[src/rtl/control_sumador_5bits.sv]
// Sequencing controller for the calculator's shared 5-bit ripple adder.
// Loads operand A then B from the switches, waits for the adder to settle,
// captures the 6-bit sum and supports chained accumulation with overflow flag.

// Purely combinational 5-bit ripple-carry adder with 6-bit result.
module sumador_5bits (
   input  logic [4:0] a,
   input  logic [4:0] b,
   output logic [5:0] x
);

   localparam int unsigned ANCHO = 5;

   logic [ANCHO:0] acarreo;

   // Ripple the carry bit by bit; the final carry becomes the result MSB.
   always_comb begin
      acarreo    = '0;
      x          = '0;
      for (int i = 0; i < ANCHO; i++) begin
         x[i]          = a[i] ^ b[i] ^ acarreo[i];
         acarreo[i+1]  = (a[i] & b[i]) | (acarreo[i] & (a[i] ^ b[i]));
      end
      x[ANCHO] = acarreo[ANCHO];
   end

endmodule

module control_sumador_5bits #(
   parameter int unsigned ESPERA    = 4,
   parameter int unsigned ANCHO_CNT = 4
) (
   input  logic       clk,
   input  logic       rst_n,
   input  logic [4:0] dato,
   input  logic       btn_cargar,
   input  logic       btn_borrar,
   output logic [5:0] resultado,
   output logic [4:0] operando,
   output logic [1:0] estado,
   output logic       ocupado,
   output logic       error
);

   localparam int unsigned ANCHO_OP  = 5;
   localparam int unsigned ANCHO_RES = 6;

   typedef enum logic [1:0] {
      CARGA_A = 2'd0,
      CARGA_B = 2'd1,
      SUMA    = 2'd2,
      MUESTRA = 2'd3
   } estado_t;

   estado_t                est, est_nxt;
   logic [ANCHO_OP-1:0]    reg_a, reg_a_nxt;
   logic [ANCHO_OP-1:0]    reg_b, reg_b_nxt;
   logic [ANCHO_CNT-1:0]   cnt, cnt_nxt;
   logic [ANCHO_RES-1:0]   resultado_nxt;
   logic [ANCHO_OP-1:0]    operando_nxt;
   logic                   ocupado_nxt;
   logic                   error_nxt;
   logic [ANCHO_RES-1:0]   suma_c;

   // Adder fed only from the operand registers so it stays stable during SUMA.
   sumador_5bits u_sumador (
      .a (reg_a),
      .b (reg_b),
      .x (suma_c)
   );

   assign estado = est;

   // State and datapath registers with asynchronous clear.
   always_ff @(posedge clk or negedge rst_n) begin
      if (!rst_n) begin
         est       <= CARGA_A;
         reg_a     <= '0;
         reg_b     <= '0;
         cnt       <= '0;
         resultado <= '0;
         operando  <= '0;
         ocupado   <= 1'b0;
         error     <= 1'b0;
      end else begin
         est       <= est_nxt;
         reg_a     <= reg_a_nxt;
         reg_b     <= reg_b_nxt;
         cnt       <= cnt_nxt;
         resultado <= resultado_nxt;
         operando  <= operando_nxt;
         ocupado   <= ocupado_nxt;
         error     <= error_nxt;
      end
   end

   // Next-state and next-output logic; clear has priority over load.
   always_comb begin
      est_nxt       = est;
      reg_a_nxt     = reg_a;
      reg_b_nxt     = reg_b;
      cnt_nxt       = cnt;
      resultado_nxt = resultado;
      operando_nxt  = operando;
      error_nxt     = error;

      if (btn_borrar) begin
         est_nxt       = CARGA_A;
         reg_a_nxt     = '0;
         reg_b_nxt     = '0;
         cnt_nxt       = '0;
         resultado_nxt = '0;
         operando_nxt  = '0;
         error_nxt     = 1'b0;
      end else begin
         unique case (est)
            CARGA_A: begin
               if (btn_cargar) begin
                  reg_a_nxt    = dato;
                  operando_nxt = dato;
                  est_nxt      = CARGA_B;
               end
            end
            CARGA_B: begin
               if (btn_cargar) begin
                  reg_b_nxt    = dato;
                  operando_nxt = dato;
                  cnt_nxt      = ANCHO_CNT'(ESPERA - 1);
                  est_nxt      = SUMA;
               end
            end
            SUMA: begin
               if (cnt == '0) begin
                  resultado_nxt = suma_c;
                  est_nxt       = MUESTRA;
               end else begin
                  cnt_nxt = cnt - ANCHO_CNT'(1);
               end
            end
            MUESTRA: begin
               if (btn_cargar) begin
                  if (resultado[ANCHO_RES-1]) begin
                     error_nxt = 1'b1;
                  end else begin
                     reg_a_nxt    = resultado[ANCHO_OP-1:0];
                     reg_b_nxt    = dato;
                     operando_nxt = dato;
                     cnt_nxt      = ANCHO_CNT'(ESPERA - 1);
                     est_nxt      = SUMA;
                  end
               end
            end
            default: est_nxt = CARGA_A;
         endcase
      end

      ocupado_nxt = (est_nxt == SUMA);
   end

endmodule

[config.mk]
export PLATFORM = sky130hd
export DESIGN_NAME = control_sumador_5bits
export DESIGN_NICKNAME = d
export VERILOG_FILES = /design/src/rtl/control_sumador_5bits.sv
export SDC_FILE = /design/constraint.sdc
export NUM_CORES = 1
export LEC_CHECK = 0
export ABC_AREA = 1
export BUFFER_PORTS_ARGS = -buffer_cell sky130_fd_sc_hd__clkbuf_2
export CELL_PAD_IN_SITES_DETAIL_PLACEMENT = 1
export CELL_PAD_IN_SITES_GLOBAL_PLACEMENT = 1
export CORE_ASPECT_RATIO = 1.2
export CORE_MARGIN = 2
export CORE_UTILIZATION = 41
export DETAILED_ROUTE_END_ITERATION = 12
export MAX_ROUTING_LAYER = met4
export PLACE_DENSITY_LB_ADDON = 0.1
export SLEW_MARGIN = 0
export SYNTH_ARGS = -nofsm -noshare
export SYNTH_HDL_FRONTEND = slang
export SYNTH_SLANG_ARGS = --single-unit
[constraint.sdc]
create_clock -name clk -period 2.47 [get_ports clk]
set_input_delay 0.247 -clock clk [delete_from_list [all_inputs] [get_ports clk]]
set_output_delay 0.247 -clock clk [all_outputs]
set_load 0.05 [all_outputs]
### After elaboration in Yosys (flattened, before gate mapping)

Cells that the tools add are included.

* add/subtract/negate cells: 1
* multiply operators: 0
* divide/modulo/power cells: 0
* magnitude comparators: 0
* eq/ne operators: 10
* shift-type cells: 0
* multiplexer cells: 31
* bitwise operators: 22
* reductions and logical operators: 18

Operator list (number)
* $mux 5: 8
* $pmux 5 s2: 3
* $mux 4: 5
* $mux 6: 3
* $ne 3x3->1 const B: 5
* $mux 2: 6
* $pmux 4 s3: 1
* $reduce_and 4->1: 3
* $reduce_bool 2->1: 5
* $and 1x1->1: 9
* $reduce_bool 3->1: 3
* $xor 1x1->1: 9
* $pmux 2 s4: 1
* $eq 2x2->1 const B: 3
* $reduce_and 5->1: 1
* $logic_not 4->1: 1
* $mux 1: 4
* $or 1x1->1: 4
* $reduce_bool 4->1: 1
* $sub 4x1->4 const B: 1
* $ne 3x1->1 const B: 1
* $reduce_and 3->1: 1
* $eq 2x1->1 const B: 1
* $logic_not 2->1: 1
* other kinds (2): 2

* bits in registers: 29
* bits in latches: 0
* memory bits (writable): 0
* ROM bits: 0
* bits of input ports: 9
* logic and storage cells: 90
* memories: 0

### Logic depth before layout (Yosys ltp)

* word-level depth: 12
* mapped depth: 9
* gate-level depth less buffers: 9

### Hierarchy

Synthesis repeated with hierarchy kept, for this count alone.

* cell total of the unflattened synthesis: 200
* area, all modules: 1614.0 um^2

Modules (own cells, without submodules)
* control_sumador_5bits: instances 1, cells an instance 185, area an instance 1483.9 um^2, sequential area each 725.7 um^2
* sumador_5bits: instances 1, cells an instance 15, area an instance 130.1 um^2, sequential area each 0.0 um^2

### Least setup slack after synthesis

Ideal clock, no wire load.

* kind: register to register
* start point: register reg_a[0]
* end point: register resultado[4]
* setup time: 0.128 ns
* arrival: 2.004 ns
* data required time: 2.342 ns
* path slack: 0.338 ns
* stages on the path, launching flop included: 10
* path buffers: 0
* period minus slack after synthesis: 2.132 ns
* path through: dfrtp_1 ha_1 inv_1 fa_1 fa_1 inv_1 fa_1 inv_1 fa_1 o21ai_0

* cells in the longest elaborated chain, start to end: 11

RTL lines
* start: declaration: line 56 `logic [ANCHO_OP-1:0] reg_a, reg_a_nxt;`
* start signal: assignment: line 87 `reg_a <= reg_a_nxt;`
* $and 1x1->1 (2 in a row): line 22 `acarreo[i+1] = (a[i] & b[i]) | (acarreo[i] & (a[i] ^ b[i]));`
* $or 1x1->1: line 22
* $and 1x1->1: line 22
* $or 1x1->1: line 22
* $and 1x1->1: line 22
* $or 1x1->1: line 22
* $xor 1x1->1: line 21 `x[i] = a[i] ^ b[i] ^ acarreo[i];`
* $mux 6: line 133 `if (cnt == '0) begin`
* $mux 6: line 116 `unique case (est)`
* $mux 6: line 107 `if (btn_borrar) begin`
* end signal: assignment: line 90 `resultado <= resultado_nxt;`
* end: declaration: line 38 `output logic [5:0] resultado,`

Every way passes these cells. The select of a mux whose other input is x is not followed.
A chain may end at the register's enable or synchronous reset.

### Worst setup path in the final report

Ends and elaborated chain as after synthesis.

==> flow_summary.yaml <==
critical_path:
  crit_fanout: 2
  end_kind: "flop"
  start_kind: "flop"
  crit_top_cell: "fa_1"
  crit_chain: "ha_1, inv_1, fa_1, fa_1, inv_1, fa_1, inv_1, fa_1, o21ai_0"
  cp_slowest_cell: "fa_1"
  worstPathRequired_ns: 2.63
  critPathKind: "flop to flop"
  arrival_ns: 2.41
  cp_slowest_stage_delay_ns: 0.47
synth:
  muxShareOfSynthArea_pct: 0
  synth-simple-area-share_pct: 28.8
  yosys_warnings: 0
  syn_area_um2: 1570
  synth-seq-cells: 29
  synth-seq-area-share_pct: 46.3
  syn_nets: 213
  syn_avg_cell_area_um2: 7.96
  synth_compound_area_share_pct: 8.85
  synth_top_family_by_area: "simple AND/OR/NAND/NOR gates"
  synthCells: 197
  ys_types: 22
  synth_xor_area_share_pct: 0
  synthAdderAreaFrac_pct: 7.50
cts:
  cts_tree: "done"
  cts_max_level: 2
  cts_buffers: 5
  cts_sinks: 29
  clock_latency_ns: 0.28
  ctsResizeCount: 0
  clk_pin_slew_ns: 0.07
  cts_max_path_buffers: 2
  holdBufCountCts: 0
  root_buffer: "clkbuf_8"
  postCtsSetupRepairBufs: 0
die:
  start_util_pct: 42.8
  dieWidth_um: 60.5
  ios: 24
  fp.dieH_um: 71.8
  die_area_um2: 4340
  rows: 24
  core_area_um2: 3660
global_routing:
  grt_overflow: 0
  grt_pass1_vias: 1441
  antenna_found_initial: 0
  use_met1_pct: 25.2
  grt_pass1_wl_um: 6730
  track_usage_pct: 21.8
  grt_max_degree: 30
  grt.met3_usage_pct: 4.33
  met2_usage_pct: 37.9
  grt-busiest-layer: "met2"
drt:
  ant_nets: 0
  drtPass1Iterations: 4
  viasPerCell: 4.95
  num_vias: 1370
  drc: 0
  drt_iter0_markers: 23
  wl_per_cell_um: 14.3
  drt_wl_total_um: 3950
final_layout:
  antenna_cells: 0
  finish.instance_area_um2: 1820
  syn2layout_area_growth_pct: 16.0
  final_cells: 277
  nNetsFinal: 240
  drive_gt1_share_pct: 19.6
place:
  place_area_um2: 1730
  gp_congestion: 0.806
  hpwl_um: 3010
  port_buffers: 23
  numPlacedInstances: 269
  place_ws_ns: 0.202
run:
  drv_cap: 0
timing:
  hold_violations: 0
  period_share_pct: 91.1
  slew_headroom_pct: 50.3
  tns_ns: 0
  fmaxAchievable_mhz: 444
  setup_violations: 0
  worst_pin_slew_ns: 0.746
  drv_slew: 0
  fin_ws_ns: 0.219
  rsz0062_at_grt: "no"
  fin_crit_ns: 2.25
  finClkSkew_ns: 0.00346
pwr:
  p_leak_uw: 0.000987
  peakVddDrop_uv: 340
  p_per_area_nw_per_um2: 664
min_path:
  hp-class: "primary input to async pin"
outcome:
  status: "completed"
cell usage in the layout, fill, tap and decap left out, types with 2 or more instances in the layout:
cell      instances
nand2_1          65
nand3b_1          3
nand2_2           4
nand3_1          13
ha_1              3
a31oi_1           2
fa_1              4
clkinv_2          2
o21ai_0          13
inv_1            28
a21oi_1           3
dfrtp_1          29
o211ai_1          5
clkbuf_8          5
inv_2             4
clkbuf_2         23
nor2_1           11
final cells by class:
class	instances	area, um^2
clock inverter	3	17.5
inverter	32	120
timing repair buffer	23	115
tap	52	65.1
fill	483	1840
multi-input combinational	133	708
sequential	29	726
clock buffer	5	68.8
worst max-delay path, delay by kind of cell, from the launching register on:
family	cells	cell delay, ns
AO/OA/AOI/OAI	1	0.08
adder cells (fa/ha/maj)	5	1.53
flip-flops	1	0.35
buffers and inverters	3	0.17
cells by family (layout without fill, tap and decap cells):
group	after synthesis	in the layout
flip-flops	29	29
AND/OR/NAND/NOR	102	102
adder cells (fa/ha/maj)	7	7
buffers and inverters	35	63
AO/OA/AOI/OAI	24	24
report_power, final:
group | switching (uW) | leakage, uW | internal (uW)
combinational | 196 | 0.000558 | 78.7
clock | 195 | 0.0000439 | 194
sequential | 30.3 | 0.000384 | 515
through the flow:
stage	hold WS [ns]	util, %	total power (uW)
5_1_grt	0.0682	49.7	1280
3_5_place_dp	0.345	47.3	832
3_3_place_gp	0.334	47.3	817
6_report	0.0145	49.7	1210
2_1_floorplan	-0.0486	-	743
4_1_cts	0.0381	49.7	1230
metal layers:
| layer | wire length [um] | vias up |
|---|---|---|
| met5 | 0 | - |
| met4 | 48 | 0 |
| met3 | 110 | 6 |
| met2 | 2140 | 23 |
| met1 | 1650 | 674 |
| li1 | - | 667 |
flip-flops by register name, indices dropped and copies added, names as in the netlist:
register / flops
estado: 2
operando: 5
ocupado: 1
reg_b: 5
reg_a: 5
cnt: 4
resultado: 6
error: 1
cell usage after synthesis:
cell / number / area (um^2)
nand3_1: 13 / 65.1
o21ai_0: 13 / 65.1
nor2_4: 1 / 11.3
o211ai_1: 5 / 37.5
o21ai_2: 1 / 8.76
ha_1: 3 / 37.5
nor2_2: 1 / 6.26
and2_2: 1 / 7.51
a21oi_1: 3 / 15.0
nand4_1: 1 / 6.26
a31oi_1: 2 / 12.5
nand3_4: 1 / 17.5
nand2_1: 65 / 244
inv_1: 28 / 105
buf_2: 3 / 15.0
nor3_1: 1 / 5.00
nand2_2: 4 / 25.0
nand3b_1: 3 / 22.5
nor2_1: 11 / 41.3
dfrtp_1: 29 / 726
inv_2: 4 / 15.0
fa_1: 4 / 80.1
worst paths after layout:
| path | startpoint | to | slack [ns] | cells past startpoint |
|---|---|---|---|---|
| setup reg to reg | reg_a[0] | resultado[4] | 0.22 | 9 |
| setup / recovery | reg_a[0] | resultado[4] | 0.22 | 9 |
| hold reg to reg | operando[2] | operando[2] | 0.47 | 2 |
| hold / removal | rst_n | error | 0.01 | 1 |
| max in group asynchronous | rst_n | operando[1] | 1.98 | 1 |
| min in group clk | dato[0] | reg_b[0] | 0.30 | 5 |
(Power assumes the default switching activity.)
